===== config.mk =====
export PLATFORM = sky130hd
export DESIGN_NAME = pipe_decode_ctrl
export DESIGN_NICKNAME = d
export VERILOG_FILES = /design/src/rtl/cpu_pkg.sv /design/src/rtl/opcode_decode.sv /design/src/rtl/pipe_decode_ctrl.sv
export SDC_FILE = /design/constraint.sdc
export NUM_CORES = 1
export LEC_CHECK = 0
export BUFFER_PORTS_ARGS = -buffer_cell sky130_fd_sc_hd__clkbuf_2
export CAP_MARGIN = 30
export CELL_PAD_IN_SITES_DETAIL_PLACEMENT = 1
export CELL_PAD_IN_SITES_GLOBAL_PLACEMENT = 1
export CORE_MARGIN = 10
export CORE_UTILIZATION = 38
export DETAILED_ROUTE_END_ITERATION = 8
export GPL_ROUTABILITY_DRIVEN = 0
export MAX_ROUTING_LAYER = met4
export PLACE_DENSITY = 0.9
export SYNTH_ARGS = -nofsm -noshare
export SYNTH_HDL_FRONTEND = slang
export SYNTH_SLANG_ARGS = --single-unit

===== constraint.sdc =====
create_clock -name clk -period 4.3 [get_ports clk]
set_input_delay 1.29 -clock clk [delete_from_list [all_inputs] [get_ports clk]]
set_output_delay 1.29 -clock clk [all_outputs]
set_load 0.02 [all_outputs]

===== src/rtl/cpu_pkg.sv =====
// Shared definitions for the 16-bit core: opcodes, control-bit positions,
// read-enable positions and the decode-stage halt sequencer states.
package cpu_pkg;

  localparam int CTRL_W = 7;
  localparam int RD_W   = 2;

  localparam logic [3:0] OP_ADD    = 4'h0;
  localparam logic [3:0] OP_PADDSB = 4'h1;
  localparam logic [3:0] OP_SUB    = 4'h2;
  localparam logic [3:0] OP_AND    = 4'h3;
  localparam logic [3:0] OP_NOR    = 4'h4;
  localparam logic [3:0] OP_SLL    = 4'h5;
  localparam logic [3:0] OP_SRL    = 4'h6;
  localparam logic [3:0] OP_SRA    = 4'h7;
  localparam logic [3:0] OP_LW     = 4'h8;
  localparam logic [3:0] OP_SW     = 4'h9;
  localparam logic [3:0] OP_LHB    = 4'hA;
  localparam logic [3:0] OP_LLB    = 4'hB;
  localparam logic [3:0] OP_B      = 4'hC;
  localparam logic [3:0] OP_JAL    = 4'hD;
  localparam logic [3:0] OP_JR     = 4'hE;
  localparam logic [3:0] OP_HLT    = 4'hF;

  localparam int CB_HALT     = 0;
  localparam int CB_REGWRITE = 1;
  localparam int CB_MEMTOREG = 2;
  localparam int CB_MEMWRITE = 3;
  localparam int CB_MEMREAD  = 4;
  localparam int CB_BRANCH   = 5;
  localparam int CB_ALUSRC   = 6;

  localparam int RE0 = 0;
  localparam int RE1 = 1;

  typedef enum logic [1:0] {
    RUN    = 2'd0,
    DRAIN  = 2'd1,
    HALTED = 2'd2
  } state_t;

endpackage


===== src/rtl/opcode_decode.sv =====
// Pure combinational opcode table: 4-bit opcode to control bits and
// register read-port enables.
module opcode_decode
  import cpu_pkg::*;
(
  input  logic [3:0]        opcode,
  output logic [CTRL_W-1:0] ctrl,
  output logic [RD_W-1:0]   read
);

  always_comb begin
    // NOTE: every output gets a default before the case so no path leaves it
    // unassigned; otherwise synthesis infers a latch.
    ctrl = '0;
    read = '0;
    unique case (opcode)
      OP_ADD, OP_PADDSB, OP_SUB, OP_AND, OP_NOR: begin
        ctrl[CB_REGWRITE] = 1'b1;
        read              = 2'b11;
      end
      OP_SLL, OP_SRL, OP_SRA, OP_LHB: begin
        ctrl[CB_ALUSRC]   = 1'b1;
        ctrl[CB_REGWRITE] = 1'b1;
        read[RE0]         = 1'b1;
      end
      OP_LW: begin
        ctrl[CB_ALUSRC]   = 1'b1;
        ctrl[CB_MEMREAD]  = 1'b1;
        ctrl[CB_MEMTOREG] = 1'b1;
        ctrl[CB_REGWRITE] = 1'b1;
        read[RE1]         = 1'b1;
      end
      OP_SW: begin
        ctrl[CB_ALUSRC]   = 1'b1;
        ctrl[CB_MEMWRITE] = 1'b1;
        read              = 2'b11;
      end
      OP_LLB: begin
        ctrl[CB_ALUSRC]   = 1'b1;
        ctrl[CB_REGWRITE] = 1'b1;
      end
      OP_B: begin
        ctrl[CB_BRANCH] = 1'b1;
      end
      OP_JAL: begin
        ctrl[CB_REGWRITE] = 1'b1;
      end
      OP_JR: begin
        ctrl[CB_BRANCH] = 1'b1;
        read[RE1]       = 1'b1;
      end
      OP_HLT: begin
        ctrl[CB_HALT] = 1'b1;
      end
      default: begin
        ctrl = '0;
        read = '0;
      end
    endcase
  end

endmodule


===== src/rtl/pipe_decode_ctrl.sv =====
// ID stage control: decode, load-use hazard stall, flush squash, ID/EX
// registers and the HLT drain sequencer. Optional stall counter under
// PIPE_DECODE_STALL_CNT_EN.
module pipe_decode_ctrl
  import cpu_pkg::*;
#(
  parameter int REG_W     = 4,
  parameter int DRAIN_CYC = 3,
  parameter int ZERO_REG  = 0
) (
  input  logic              clk,
  input  logic              rst,
  input  logic              instr_valid,
  input  logic [3:0]        opcode,
  input  logic [REG_W-1:0]  rs,
  input  logic [REG_W-1:0]  rt,
  input  logic              ex_mem_read,
  input  logic [REG_W-1:0]  ex_rd,
  input  logic              flush,
  output logic              stall_out,
  output logic [CTRL_W-1:0] ctrl_q,
  output logic [RD_W-1:0]   read_q,
  output logic              valid_q,
  output logic              halted
`ifdef PIPE_DECODE_STALL_CNT_EN
  ,
  output logic [15:0]       stall_cnt
`endif
);

  localparam logic [REG_W-1:0] ZERO_IDX   = REG_W'(ZERO_REG);
  localparam logic [3:0]       DRAIN_INIT = 4'(DRAIN_CYC - 1);

  logic [CTRL_W-1:0] dec_ctrl;
  logic [RD_W-1:0]   dec_read;
  logic              haz;
  logic              run;
  logic              bubble;
  logic              hlt_load;
  state_t            state;
  logic [3:0]        drain_cnt;

  opcode_decode u_decode (
    .opcode (opcode),
    .ctrl   (dec_ctrl),
    .read   (dec_read)
  );

  // Load-use: only ports the instruction actually reads can collide with the load.
  assign haz = instr_valid & ex_mem_read & (ex_rd != ZERO_IDX) &
               ((dec_read[RE0] & (rs == ex_rd)) | (dec_read[RE1] & (rt == ex_rd)));

  assign run       = (state == RUN);
  assign stall_out = (haz & ~flush) | ~run;
  assign bubble    = flush | haz | ~instr_valid | ~run;
  assign hlt_load  = ~bubble & (opcode == OP_HLT);

  // NOTE: sequential state uses non-blocking assignments so every register
  // samples pre-edge values regardless of statement order.
  always_ff @(posedge clk or posedge rst) begin
    if (rst) begin
      ctrl_q    <= '0;
      read_q    <= '0;
      valid_q   <= 1'b0;
      halted    <= 1'b0;
      state     <= RUN;
      drain_cnt <= '0;
    end else begin
      if (bubble) begin
        ctrl_q  <= '0;
        read_q  <= '0;
        valid_q <= 1'b0;
      end else begin
        ctrl_q  <= dec_ctrl;
        read_q  <= dec_read;
        valid_q <= 1'b1;
      end

      unique case (state)
        RUN: begin
          if (hlt_load) begin
            state     <= DRAIN;
            drain_cnt <= DRAIN_INIT;
          end
        end
        DRAIN: begin
          if (drain_cnt == 4'd0) begin
            state  <= HALTED;
            halted <= 1'b1;
          end else begin
            drain_cnt <= drain_cnt - 4'd1;
          end
        end
        HALTED: begin
          halted <= 1'b1;
        end
        default: begin
          state <= RUN;
        end
      endcase
    end
  end

`ifdef PIPE_DECODE_STALL_CNT_EN
  // Counts only genuine hazard stalls, not drain/halt stalls or squashed ones.
  always_ff @(posedge clk or posedge rst) begin
    if (rst) begin
      stall_cnt <= '0;
    end else if (haz & ~flush & run & (stall_cnt != 16'hFFFF)) begin
      stall_cnt <= stall_cnt + 16'd1;
    end
  end
`endif

endmodule


==> out/results.tsv <==
metric	value	unit
hold_viol	0	
ys_ff_latch	16	
cp-start-kind	primary input	
drtAntennaViolNets	0	
die_area	4680	sq um
routed_wl	2160	um
dr.pass1.iters	2	
finalSetupTns	0	ns
drtIter0Drc	11	
grt_pass1_vias	887	
cts_buffer_depth	2	
tightest_slew	0.572	ns
cts_tree	yes	
synth_cells	88	
synthDistinctLibCells	32	
die_w	68.4	um
grt_util_all_layers	0.107	
n_antenna_cell	0	
relSlewSlack	0.618	
ys_seq_area_frac	0.450	
coreArea	2210	sq um
antenna_found_initial	0	
ys_warn_count	0	
grt_pass1_wl	3800	um
synth.area.top_cells	dfrtp_1, xor2_1, a21oi_1, ha_1, nor4b_4	
placedCellCount	144	
cp-end-kind	primary output	
drv_cap	0	
drc_errors	0	
fin_worst_skew	0.00382	ns
rsz0062_at_grt	false	
layout_commonest_cell	clkbuf_2	
irDropWorstVdd	255	uV
run_status	completed	
die_height	68.4	um
fmax	0.251	GHz
synth_area_per_cell	10.1	sq um
cp_data_required_time	3.01	ns
syn-cell-area	890	sq um
grt_max_degree	17	
drive_gt1_frac	0.350	
wire_per_inst	14.6	um
worstHoldPathType	reg2reg	
num_io_pins	33	
worstSkewPairLatency	0.27	ns
postCtsResizedCells	0	
cts_max_level	1	
dp.final_hpwl	1920	um
clk_pin_slew_worst_paths	0.09	ns
fp-row-count	17	
root_buffer	clkbuf_4	
numCtsBuffers	3	
p_leak	0.000563	uW
post_cts_buffers	0	
synth_top_area_frac	0.450	
viasPerCell	5.10	
layout.nets	144	
min_period	3.98	ns
cts.hold.buffers_added	0	
period_share	0.926	
cp.arrival	2.69	ns
gr-total-overflow	0	
critical_path_peak_fanout	9	
cellPowerDensity	472	nW/um^2
vias	755	
portBuffers	32	
yosysTopAreaCell	dfrtp_1	
finalNonFillerCells	148	
synth_nets	111	
layout_common_cells	clkbuf_2, dfrtp_1, xor2_1	
critical_path_class	in2out	
drv_slew	0	
setup_viol	0	
area_growth	22.9	%
cts_sinks	16	
start_util	0.402	
[cell families (layout without fill, tap and decap cells)]
logic type	count (synthesis)	count (layout)	synth area share
and+or+nand+nor	27	27	0.191
xor gates and xnor gates	12	12	0.118
AOI/OAI and AO/OA	21	21	0.156
buffers and inverters	10	42	0.0562
adders and majority gates	2	2	0.0281
DFF	16	16	0.450
[power breakdown]
part,internal [uW],switching (uW),leakage (uW),total (uW)
registers,193,32.5,0.000207,226
logic,81.5,115,0.000335,197
clock network,51.4,42.1,0.0000210,93.5
total,326,190,0.000563,516
[final timing paths]
check                                              start  slack (ns)  depth (start not counted)                        to
min in group asynchronous                            rst        1.04                          2       ctrl_q[4]$_DFF_PP0_
worst min-delay path                  halted$_DFFE_PP0P_        0.49                          1        halted$_DFFE_PP0P_
worst min register to register        halted$_DFFE_PP0P_        0.49                          1        halted$_DFFE_PP0P_
max in group asynchronous                            rst        2.89                          2  drain_cnt[1]$_DFFE_PP0P_
worst max-delay path                           opcode[1]        0.32                          6                 stall_out
worst max register to register  drain_cnt[0]$_DFFE_PP0P_        2.64                          5  drain_cnt[1]$_DFFE_PP0P_
[flip-flops by register name, indices dropped and copies added, names as in the netlist]
| name | cells |
|---|---|
| drain_cnt | 4 |
| halted | 1 |
| state | 2 |
| ctrl_q | 6 |
| valid_q | 1 |
| read_q | 2 |
[synth_stat cells (all sizes together)]
master	instances
dfrtp	16
xor2	10
inv	6
a21oi	5
nand2	4
nor2	4
o21ai	4
a21boi	3
buf	3
nand3	3
nor3	3
nor4	3
a211o	2
a211oi	2
and3	2
ha	2
nand2b	2
o211ai	2
xnor2	2
a21o	1
a22o	1
and2b	1
clkbuf	1
nand4	1
nor2b	1
nor4b	1
o21a	1
or2	1
or3b	1
[layer usage]
layer,up-vias,routed length (um),track usage
li1,368,-,-
met3,2,98,0.0147
met1,363,880,0.117
met4,0,36,0.0528
met2,22,1150,0.183
met5,-,0,-
[area by class of cell]
class,count,area (sq um)
tap,28,35.0
sequential,16,400
fill,279,1120
multi-input combinational,62,439
inverter,6,22.5
clock buffer,4,36.3
timing repair buffer,32,160
[metrics by stage]
step            util  hold WS [ns]  instance area [sq um]  setup slack [ns]  total power, uW
4_1_cts        0.494         0.490                   1090             0.323              526
2_1_floorplan      -         0.486                    890             0.605              362
3_3_place_gp   0.478         0.455                   1060             0.364              419
5_1_grt        0.494         0.525                   1090             0.238              564
6_report       0.494         0.485                   1090             0.317              516
3_5_place_dp   0.478         0.469                   1060             0.326              431
[worst max-delay path, stage by stage]
cell      delay, ns
clkbuf_2       0.14
and3_4         0.20
a211o_1        0.30
a22o_1         0.32
a211o_1        0.29
clkbuf_2       0.16
No activity file was read; power rests on OpenSTA's default activity.
